### config.mk
export PLATFORM = sky130hd
export DESIGN_NAME = reg_file_write_arbiter
export DESIGN_NICKNAME = d
export VERILOG_FILES = /design/src/rtl/reg_file_pkg.sv /design/src/rtl/rr_arbiter2.sv /design/src/rtl/reg_file_write_arbiter.sv
export SDC_FILE = /design/constraint.sdc
export NUM_CORES = 1
export LEC_CHECK = 0
export BUFFER_PORTS_ARGS = -buffer_cell sky130_fd_sc_hd__clkbuf_2
export CAP_MARGIN = 20
export CORE_MARGIN = 2
export CORE_UTILIZATION = 42
export CTS_BUF_LIST = sky130_fd_sc_hd__clkbuf_16
export DETAILED_ROUTE_END_ITERATION = 16
export PLACE_DENSITY = 0.75
export SLEW_MARGIN = 25
export SYNTH_ARGS = -nofsm -noshare
export SYNTH_HDL_FRONTEND = slang
export SYNTH_SLANG_ARGS = --single-unit
### constraint.sdc
create_clock -name clk -period 1.5 [get_ports clk]
set_input_delay 0.15 -clock clk [delete_from_list [all_inputs] [get_ports clk]]
set_output_delay 0.15 -clock clk [all_outputs]
set_load 0.05 [all_outputs]
### src/rtl/reg_file_pkg.sv
// Shared definitions for the register-file datapath slice (register file,
// write-port arbiter, control unit).
//   REG_DATA_W / REG_ADDR_W : register width and address width
//   NUM_REGS                : number of architectural registers
//   ZERO_REG                : address of the hard-wired $zero register
//   arb_state_t             : write-port arbiter sequencing state
package reg_file_pkg;

  localparam int unsigned REG_DATA_W = 16;
  localparam int unsigned REG_ADDR_W = 3;
  localparam int unsigned NUM_REGS   = 8;

  localparam logic [REG_ADDR_W-1:0] ZERO_REG = 3'd0;

  typedef enum logic {
    CLEAR = 1'b0,
    RUN   = 1'b1
  } arb_state_t;

endpackage

### src/rtl/rr_arbiter2.sv
// Two-way round-robin grant logic.
//   clk    : clock, pointer updates on rising edge
//   rst    : synchronous active-high reset, pointer returns to requester 0
//   valid  : request lines, bit N = requester N
//   accept : a transfer to the granted requester happens this cycle
//   grant  : one-hot (or zero) grant, purely combinational from valid and
//            the pointer; the caller gates it with its own enable
module rr_arbiter2 (
  input  logic       clk,
  input  logic       rst,
  input  logic [1:0] valid,
  input  logic       accept,
  output logic [1:0] grant
);

  // rr_ptr names the requester that wins a tie.
  logic rr_ptr;

  always_comb begin
    grant    = '0;
    grant[0] = valid[0] & (~valid[1] | (rr_ptr == 1'b0));
    grant[1] = valid[1] & (~valid[0] | (rr_ptr == 1'b1));
  end

  // After serving requester N the tie goes to the other one; the pointer
  // only moves when a transfer is actually taken.
  always_ff @(posedge clk) begin
    if (rst) begin
      rr_ptr <= 1'b0;
    end else if (accept) begin
      rr_ptr <= grant[0];
    end
  end

endmodule

### src/rtl/reg_file_write_arbiter.sv
// Owner of the register file's single write port (WE3/A3/WD3).
// Shares the port between requester 0 (ALU writeback) and requester 1
// (load writeback) with round-robin arbitration and a valid/ready handshake.
// After every reset a clear sequence writes zero to every register; in normal
// operation accepted writes to $zero are dropped and counted.
//
// Ports:
//   clk, rst                 : clock, synchronous active-high reset
//   reqN_valid/addr/data     : requester N write request
//   reqN_ready               : requester N write accepted this cycle
//   wr_en, wr_addr, wr_data  : registered register-file write port
//   init_done                : clear sequence finished, accepting requests
//   drop_cnt                 : saturating count of dropped $zero writes
//
// NUM_REGS must equal 2**ADDR_W; the clear counter is ADDR_W bits wide.
module reg_file_write_arbiter #(
  parameter int unsigned DATA_W         = 16,
  parameter int unsigned ADDR_W         = 3,
  parameter int unsigned NUM_REGS       = 8,
  parameter int unsigned CLEAR_ON_RESET = 1,
  parameter int unsigned PROTECT_ZERO   = 1
) (
  input  logic              clk,
  input  logic              rst,
  input  logic              req0_valid,
  input  logic [ADDR_W-1:0] req0_addr,
  input  logic [DATA_W-1:0] req0_data,
  output logic              req0_ready,
  input  logic              req1_valid,
  input  logic [ADDR_W-1:0] req1_addr,
  input  logic [DATA_W-1:0] req1_data,
  output logic              req1_ready,
  output logic              wr_en,
  output logic [ADDR_W-1:0] wr_addr,
  output logic [DATA_W-1:0] wr_data,
  output logic              init_done,
  output logic [7:0]        drop_cnt
);

  import reg_file_pkg::*;

  localparam logic [ADDR_W-1:0] LAST_ADDR = ADDR_W'(NUM_REGS - 1);
  localparam logic [ADDR_W-1:0] ZERO_ADDR = ADDR_W'(ZERO_REG);

  arb_state_t        state, state_nxt;
  logic [ADDR_W-1:0] clr_cnt, clr_cnt_nxt;

  logic              run_active;
  logic [1:0]        grant;
  logic              accept;
  logic [ADDR_W-1:0] acc_addr;
  logic [DATA_W-1:0] acc_data;

  logic              wr_en_nxt;
  logic [ADDR_W-1:0] wr_addr_nxt;
  logic [DATA_W-1:0] wr_data_nxt;
  logic              drop_inc;

  // Requesters are only served in RUN and never while reset is asserted.
  assign run_active = (state == RUN) & ~rst;

  rr_arbiter2 u_arb (
    .clk    (clk),
    .rst    (rst),
    .valid  ({req1_valid, req0_valid}),
    .accept (accept),
    .grant  (grant)
  );

  assign req0_ready = grant[0] & run_active;
  assign req1_ready = grant[1] & run_active;
  assign accept     = req0_ready | req1_ready;

  // Grants are one-hot, so a plain select on grant[1] picks the winner.
  assign acc_addr = grant[1] ? req1_addr : req0_addr;
  assign acc_data = grant[1] ? req1_data : req0_data;

  always_comb begin
    state_nxt   = state;
    clr_cnt_nxt = clr_cnt;
    wr_en_nxt   = 1'b0;
    wr_addr_nxt = wr_addr;
    wr_data_nxt = wr_data;
    drop_inc    = 1'b0;

    unique case (state)
      CLEAR: begin
        // Clear writes bypass $zero protection so register 0 is zeroed too.
        wr_en_nxt   = 1'b1;
        wr_addr_nxt = clr_cnt;
        wr_data_nxt = '0;
        clr_cnt_nxt = clr_cnt + 1'b1;
        if (clr_cnt == LAST_ADDR) begin
          state_nxt = RUN;
        end
      end
      RUN: begin
        if (accept) begin
          wr_addr_nxt = acc_addr;
          wr_data_nxt = acc_data;
          if ((PROTECT_ZERO != 0) && (acc_addr == ZERO_ADDR)) begin
            drop_inc = 1'b1;
          end else begin
            wr_en_nxt = 1'b1;
          end
        end
      end
      default: begin
        state_nxt = RUN;
      end
    endcase
  end

  always_ff @(posedge clk) begin
    if (rst) begin
      state     <= (CLEAR_ON_RESET != 0) ? CLEAR : RUN;
      clr_cnt   <= '0;
      wr_en     <= 1'b0;
      wr_addr   <= '0;
      wr_data   <= '0;
      init_done <= 1'b0;
      drop_cnt  <= '0;
    end else begin
      state     <= state_nxt;
      clr_cnt   <= clr_cnt_nxt;
      wr_en     <= wr_en_nxt;
      wr_addr   <= wr_addr_nxt;
      wr_data   <= wr_data_nxt;
      // Registered from the current state, so it rises one cycle after
      // the last clear write becomes visible on the port.
      init_done <= (state == RUN);
      if (drop_inc && (drop_cnt != 8'hFF)) begin
        drop_cnt <= drop_cnt + 8'd1;
      end
    end
  end

endmodule

Word level (Yosys, flattened, before mapping)
Cells that the tools add are included.
{"block": "op_classes", "n_addsub": 2, "n_eq_ne": 3, "n_mux": 14, "bitwise": 13, "n_reduce_logical": 2}
{"cell": "$mux W16", "n": 2}
{"cell": "$pmux W16 S2", "n": 1}
{"cell": "$add A8 B1 Y8 const B", "n": 1}
{"cell": "$ne A8 B8 Y1 const B", "n": 1}
{"cell": "$mux W1", "n": 7}
{"cell": "$mux W3", "n": 2}
{"cell": "$pmux W3 S2", "n": 1}
{"cell": "$and A1 B1 Y1", "n": 5}
{"cell": "$not A1 Y1", "n": 5}
{"cell": "$add A3 B1 Y3 const B", "n": 1}
{"cell": "$eq A3 B3 Y1 const B", "n": 1}
{"cell": "$logic_not A3 Y1", "n": 1}
{"cell": "$or A1 B1 Y1", "n": 3}
{"cell": "$ne A2 B1 Y1 const B", "n": 1}
{"cell": "$pmux W1 S2", "n": 1}
{"cell": "$logic_and A1 B1 Y1", "n": 1}
{"block": "totals", "regBits": 34, "output_inout_bits": 31, "elab_cells": 42}

Logic depth before layout (Yosys ltp)
{"block": "depth", "depth_word": 9, "ltp_mapped": 7, "mapped_depth_nobuf": 5}

Modules after synthesis
Synthesis repeated with hierarchy kept, for this count alone.
{"block": "unflattened", "hier_cells": 190, "area_unflattened_um2": 1649.1}
{"module": "reg_file_write_arbiter", "n_inst": 1, "cells_each": 183, "area_per_inst_um2": 1581.5, "seq_area_each_um2": 660.6}
{"module": "rr_arbiter2", "n_inst": 1, "cells_each": 7, "area_per_inst_um2": 67.6, "seq_area_each_um2": 20.0}

Least setup slack after synthesis
Ideal clock, no wire load.
{"block": "synth_timing", "path_type": "register -> output", "start": "register u_arb.rr_ptr", "end": "output req1_ready", "arrival_ps": 2142, "required_time_ps": 1350, "setup_slack_ps": -792, "stages_incl_launch_ff": 7, "path_buffers": 3, "path_cell_list": "dfxtp_1 nand2b_4 buf_2 nand2_1 buf_2 buf_1 nor3_1"}
{"block": "synth_via", "elab_chain_cells": 3}
{"item": "start, declared", "line": "rr_arbiter2.sv:17", "source": "logic rr_ptr;"}
{"item": "start signal, assigned", "line": "rr_arbiter2.sv:31", "source": "rr_ptr <= grant[0];"}
{"item": "$or A1 B1 Y1", "line": "rr_arbiter2.sv:22", "source": "grant[1] = valid[1] & (~valid[0] | (rr_ptr == 1'b1));"}
{"item": "$and A1 B1 Y1", "line": "rr_arbiter2.sv:22"}
{"item": "$and A1 B1 Y1", "line": "reg_file_write_arbiter.sv:71", "source": "assign req1_ready = grant[1] & run_active;"}
{"item": "end, declared", "line": "reg_file_write_arbiter.sv:32", "source": "output logic req1_ready,"}
No other way between the ends.

Final worst setup path
{"block": "layout_timing", "start": "register u_arb.rr_ptr", "end": "register drop_cnt[4]"}
{"block": "layout_via", "elab_chain_cells": 8, "elab_cells_between_ends": 14}
{"item": "$or A1 B1 Y1 / $not A1 Y1 (equally long branches)", "line": "rr_arbiter2.sv:22, rr_arbiter2.sv:21"}
{"item": "$and A1 B1 Y1 / $or A1 B1 Y1 (equally long branches)", "line": "rr_arbiter2.sv:22, rr_arbiter2.sv:21"}
{"item": "$mux W3 / $and A1 B1 Y1 (equally long branches)", "line": "reg_file_write_arbiter.sv:75, rr_arbiter2.sv:21"}
{"item": "$logic_not A3 Y1 / $and A1 B1 Y1 (equally long branches)", "line": "reg_file_write_arbiter.sv:101, reg_file_write_arbiter.sv:70"}
{"item": "$mux W1 / $or A1 B1 Y1 (equally long branches)", "line": "reg_file_write_arbiter.sv:101, reg_file_write_arbiter.sv:72"}
{"item": "$mux W1 *", "line": "reg_file_write_arbiter.sv:98", "source": "if (accept) begin"}
{"item": "$mux W1 *", "line": "reg_file_write_arbiter.sv:86", "source": "unique case (state)"}
{"item": "$logic_and A1 B1 Y1 *", "line": "reg_file_write_arbiter.sv:132", "source": "if (drop_inc && (drop_cnt != 8'hFF)) begin"}
{"item": "end signal, assigned", "line": "reg_file_write_arbiter.sv:133", "source": "drop_cnt <= drop_cnt + 8'd1;"}
{"item": "end, declared", "line": "reg_file_write_arbiter.sv:37", "source": "output logic [7:0] drop_cnt"}
Every way passes the cells marked *; elsewhere a longest branch is shown, timed or not.
A chain may end at the register's enable or synchronous reset.

==> flow_summary.json <==
{
  "outcome": "finished with violations",
  "violations": "setup timing",
  "insertedDiodeCount": 0,
  "clockBufferDepth": 2,
  "timing.slew.headroom_pct": 71.8,
  "totalWireLength_um": 5150,
  "synth.net_count": 238,
  "clock_sink_count": 34,
  "critical-path-max-stage-delay_ps": 510,
  "numPortBuffers": 72,
  "cts_made_buffers": 5,
  "dieWidth_um": 66.4,
  "synth_largest_type_area_fraction_pct": 41.6,
  "synth_flop_cell": "dfxtp_1",
  "dr.pass1.iters": 4,
  "worstHoldEndpoint": "wr_data[10]$_SDFFE_PP0P_",
  "yosys.cell_count.top_type": "dfxtp_1",
  "worst_ep_arrival_time_ps": 1850,
  "dp_cells": 323,
  "globalRouteTotalUtil_pct": 22.7,
  "first_pass_grt_wire_length_um": 7620,
  "setup_viol": 7,
  "antenna_found_initial": 0,
  "count_of_mapped_cells_out_of_synthesis": 193,
  "ctsRootBufferMaster": "clkbuf_16",
  "clkSlewWorstSetupHoldPaths_ps": 50,
  "crit-reg2reg-launch": "u_arb.rr_ptr$_SDFFE_PP0P_",
  "dr_total_vias": 1875,
  "synth_commonest_cells": "34 x dfxtp_1, 22 x nand2_1, 21 x a21oi_1",
  "tightestPinTransition_ps": 418,
  "reg2reg_setup_slack_ps": -150,
  "hold_violations": 0,
  "detailed_place_hpwl_um": 3420,
  "drc_violation_count_after_routing": 0,
  "timing.critical_path.cells": "nand2b_4, a2111oi_4, o21ai_2, or4_1, a21oi_1",
  "async_flop_share_pct": 0,
  "timing.critical_path.slowest_stage_cell": "or4_1",
  "timing.critical_path.from_type": "flop",
  "ir_drop_uv": 741,
  "netlist-cell-type-count": 39,
  "finalNonFillerCells": 335,
  "worst_slack_ps": -147,
  "clk-insertion-delay-late_ps": 280,
  "timing.critical_path.to_type": "flop",
  "floorplan.die_area_um2": 4410,
  "cts_htree_levels": 2,
  "synth_enable_flop_cells": 0,
  "residual_overflow_from_global_routing": 0,
  "layout-drive-gt1-share_pct": 48.4,
  "synth.yosys.warnings": 0,
  "fin_crit_ps": 1650,
  "worstReg2RegEnd": "drop_cnt[4]$_SDFFE_PP0P_",
  "holdCritPathClass": "primary input to flop",
  "worst_clock_skew_ps": 2.83,
  "hold_path.startpoint": "req0_data[10]",
  "reg2regPathDepth": 5,
  "buffering_stage_count_on_the_worst_path_with_inverters_included": 0,
  "initial_core_util_pct": 44.0,
  "drt-initial-drc-count": 109,
  "maxCapViolCount": 0,
  "syn_to_final_growth_pct": 60.1,
  "ant_nets": 0,
  "finalMaxSlewViolations": 0,
  "core_um2": 3720,
  "post_synthesis_instance_area_um2": 1640,
  "cp_data_required_time_ps": 1700,
  "grt_setup_unrepaired": "yes",
  "grt_start_max_net_pins": 34,
  "most_area_hungry_cell_type_in_the_yosys_netlist": "dfxtp_1",
  "fillerInstances": 303,
  "cts_tree": "yes",
  "postSynthRegisterBits": 34,
  "number_of_buffers_inserted_for_hold_repair_after_clock_tree_synthesis": 0,
  "floorplan.rows": 22,
  "worstPathMaxFanout": 5,
  "power_per_cell_area_nw_per_um2": 815,
  "syn_area_per_cell_um2": 8.47,
  "timing.final.crit_share_pct": 110,
  "hold-path-cell-count": 3,
  "worstSetupStartpoint": "u_arb.rr_ptr$_SDFFE_PP0P_",
  "fin_nets": 331,
  "post_synth_main_area_contributors": "dfxtp_1 42%, a311oi_1 8.6%, a21oi_1 6.4%",
  "final_power_mw": 2.14,
  "finish.utilization_pct": 70.5,
  "design.portCount": 73,
  "vias_in_the_first_global_route": 1641,
  "die_height_um": 66.4,
  "criticalPathCategory": "flop to flop",
  "synth_sequential_area_ratio_pct": 41.6,
  "power.leakage_nw": 1.13,
  "critical-path-top-delay-family": "simple AND/OR/NAND/NOR gates",
  "vias_per_cell": 5.60,
  "wire_per_inst_um": 15.4,
  "gp_routability_congestion": 0.814,
  "fmax_mhz": 607
}
[registers in the layout, indices dropped and copies added (netlist names)]
name and count:
wr_addr 3, u_arb.rr_ptr 1, wr_data 16, init_done 1, drop_cnt 8, state 1, clr_cnt 3, wr_en 1
[cells in the final DEF, fill, tap and decap left out, types with 3 or more instances in the layout]
cell type  netlist  final
nand3_1         17     17
nor3_1           4      3
dfxtp_2          0      3
mux2i_1          3      3
clkbuf_2         0     70
dfxtp_1         34     27
buf_4            0     24
nand2_1         22     21
inv_1            4      6
dfxtp_4          0      4
a21oi_1         21     20
nor2_1          12     12
buf_6            0      3
buf_12           0      4
a311oi_1        16     16
clkbuf_16        0      6
and3_1           5      3
[area by class of cell]
cell class | count | area [um2] | area share (%)
well taps | 48 | 60.1 | 2.29
repair buffers | 104 | 692 | 26.4
clock buffers | 5 | 125 | 4.78
inverters | 4 | 18.8 | 0.717
multi-input cells | 137 | 1010 | 38.7
flip-flops and latches | 34 | 699 | 26.7
clock inverters | 3 | 11.3 | 0.430
[worst max-delay path by stage]
stage / endpoint / slack [ps] / cells past startpoint
2_1_floorplan: drop_cnt[0]$_SDFFE_PP0P_ / -80 / 6
3_3_place_gp: drop_cnt[4]$_SDFFE_PP0P_ / -80 / 5
3_5_place_dp: drop_cnt[4]$_SDFFE_PP0P_ / -140 / 5
4_1_cts: drop_cnt[4]$_SDFFE_PP0P_ / -150 / 5
5_1_grt: drop_cnt[4]$_SDFFE_PP0P_ / -230 / 5
6_report: drop_cnt[4]$_SDFFE_PP0P_ / -150 / 5
[worst register-to-register path: cells and delay by family (launching register included)]
kind	cells	cell delay [ps]
DFF	1	320
and+or+nand+nor	2	660
AOI/OAI and AO/OA	3	590
[report_power, final]
part | total, mW | leakage [nW] | internal [mW] | switching [mW]
combinational | 0.257 | 0.769 | 0.114 | 0.143
sequential | 0.925 | 0.280 | 0.913 | 0.0121
clock | 0.953 | 0.0776 | 0.596 | 0.358
[metal layers]
| metal | wire [um] | vias up | track usage, % |
|---|---|---|---|
| met5 | 0 | - | 0 |
| met1 | 2110 | 882 | 28.8 |
| met2 | 2630 | 76 | 37.4 |
| li1 | - | 910 | - |
| met4 | 39 | 0 | 7.91 |
| met3 | 369 | 7 | 5.62 |
[cell families (layout without fill, tap and decap cells)]
| kind of cell | count (synthesis) | after routing | share of synthesized area (%) |
|---|---|---|---|
| mux | 5 | 5 | 3.21 |
| flops | 34 | 34 | 41.6 |
| buf+inv | 22 | 116 | 5.51 |
| fa+ha+maj | 3 | 3 | 2.30 |
| compound gates | 57 | 57 | 25.6 |
| simple gates | 71 | 71 | 21.2 |
| xor+xnor | 1 | 1 | 0.536 |
[timing repair]
action | CTS | global route
endpoints found under the hold margin | 0 | 0
pin swaps | 4 | 5
setup buffers | 1 | 2
gates cloned | 0 | 1
setup endpoints to repair | 9 | 29
resized for setup | 10 | 16
[per-stage QoR]
stage | setup slack (ps) | hold slack [ps] | instance area, um2 | setup TNS [ps]
floorplan | -76.7 | 314 | 1740 | -351
global placement | -82.0 | 404 | 2310 | -297
detailed placement | -143 | 408 | 2310 | -616
CTS | -146 | 119 | 2510 | -716
global route | -233 | 134 | 2620 | -1450
finish | -147 | 120 | 2620 | -688
Power figures use the tool's default switching activity.
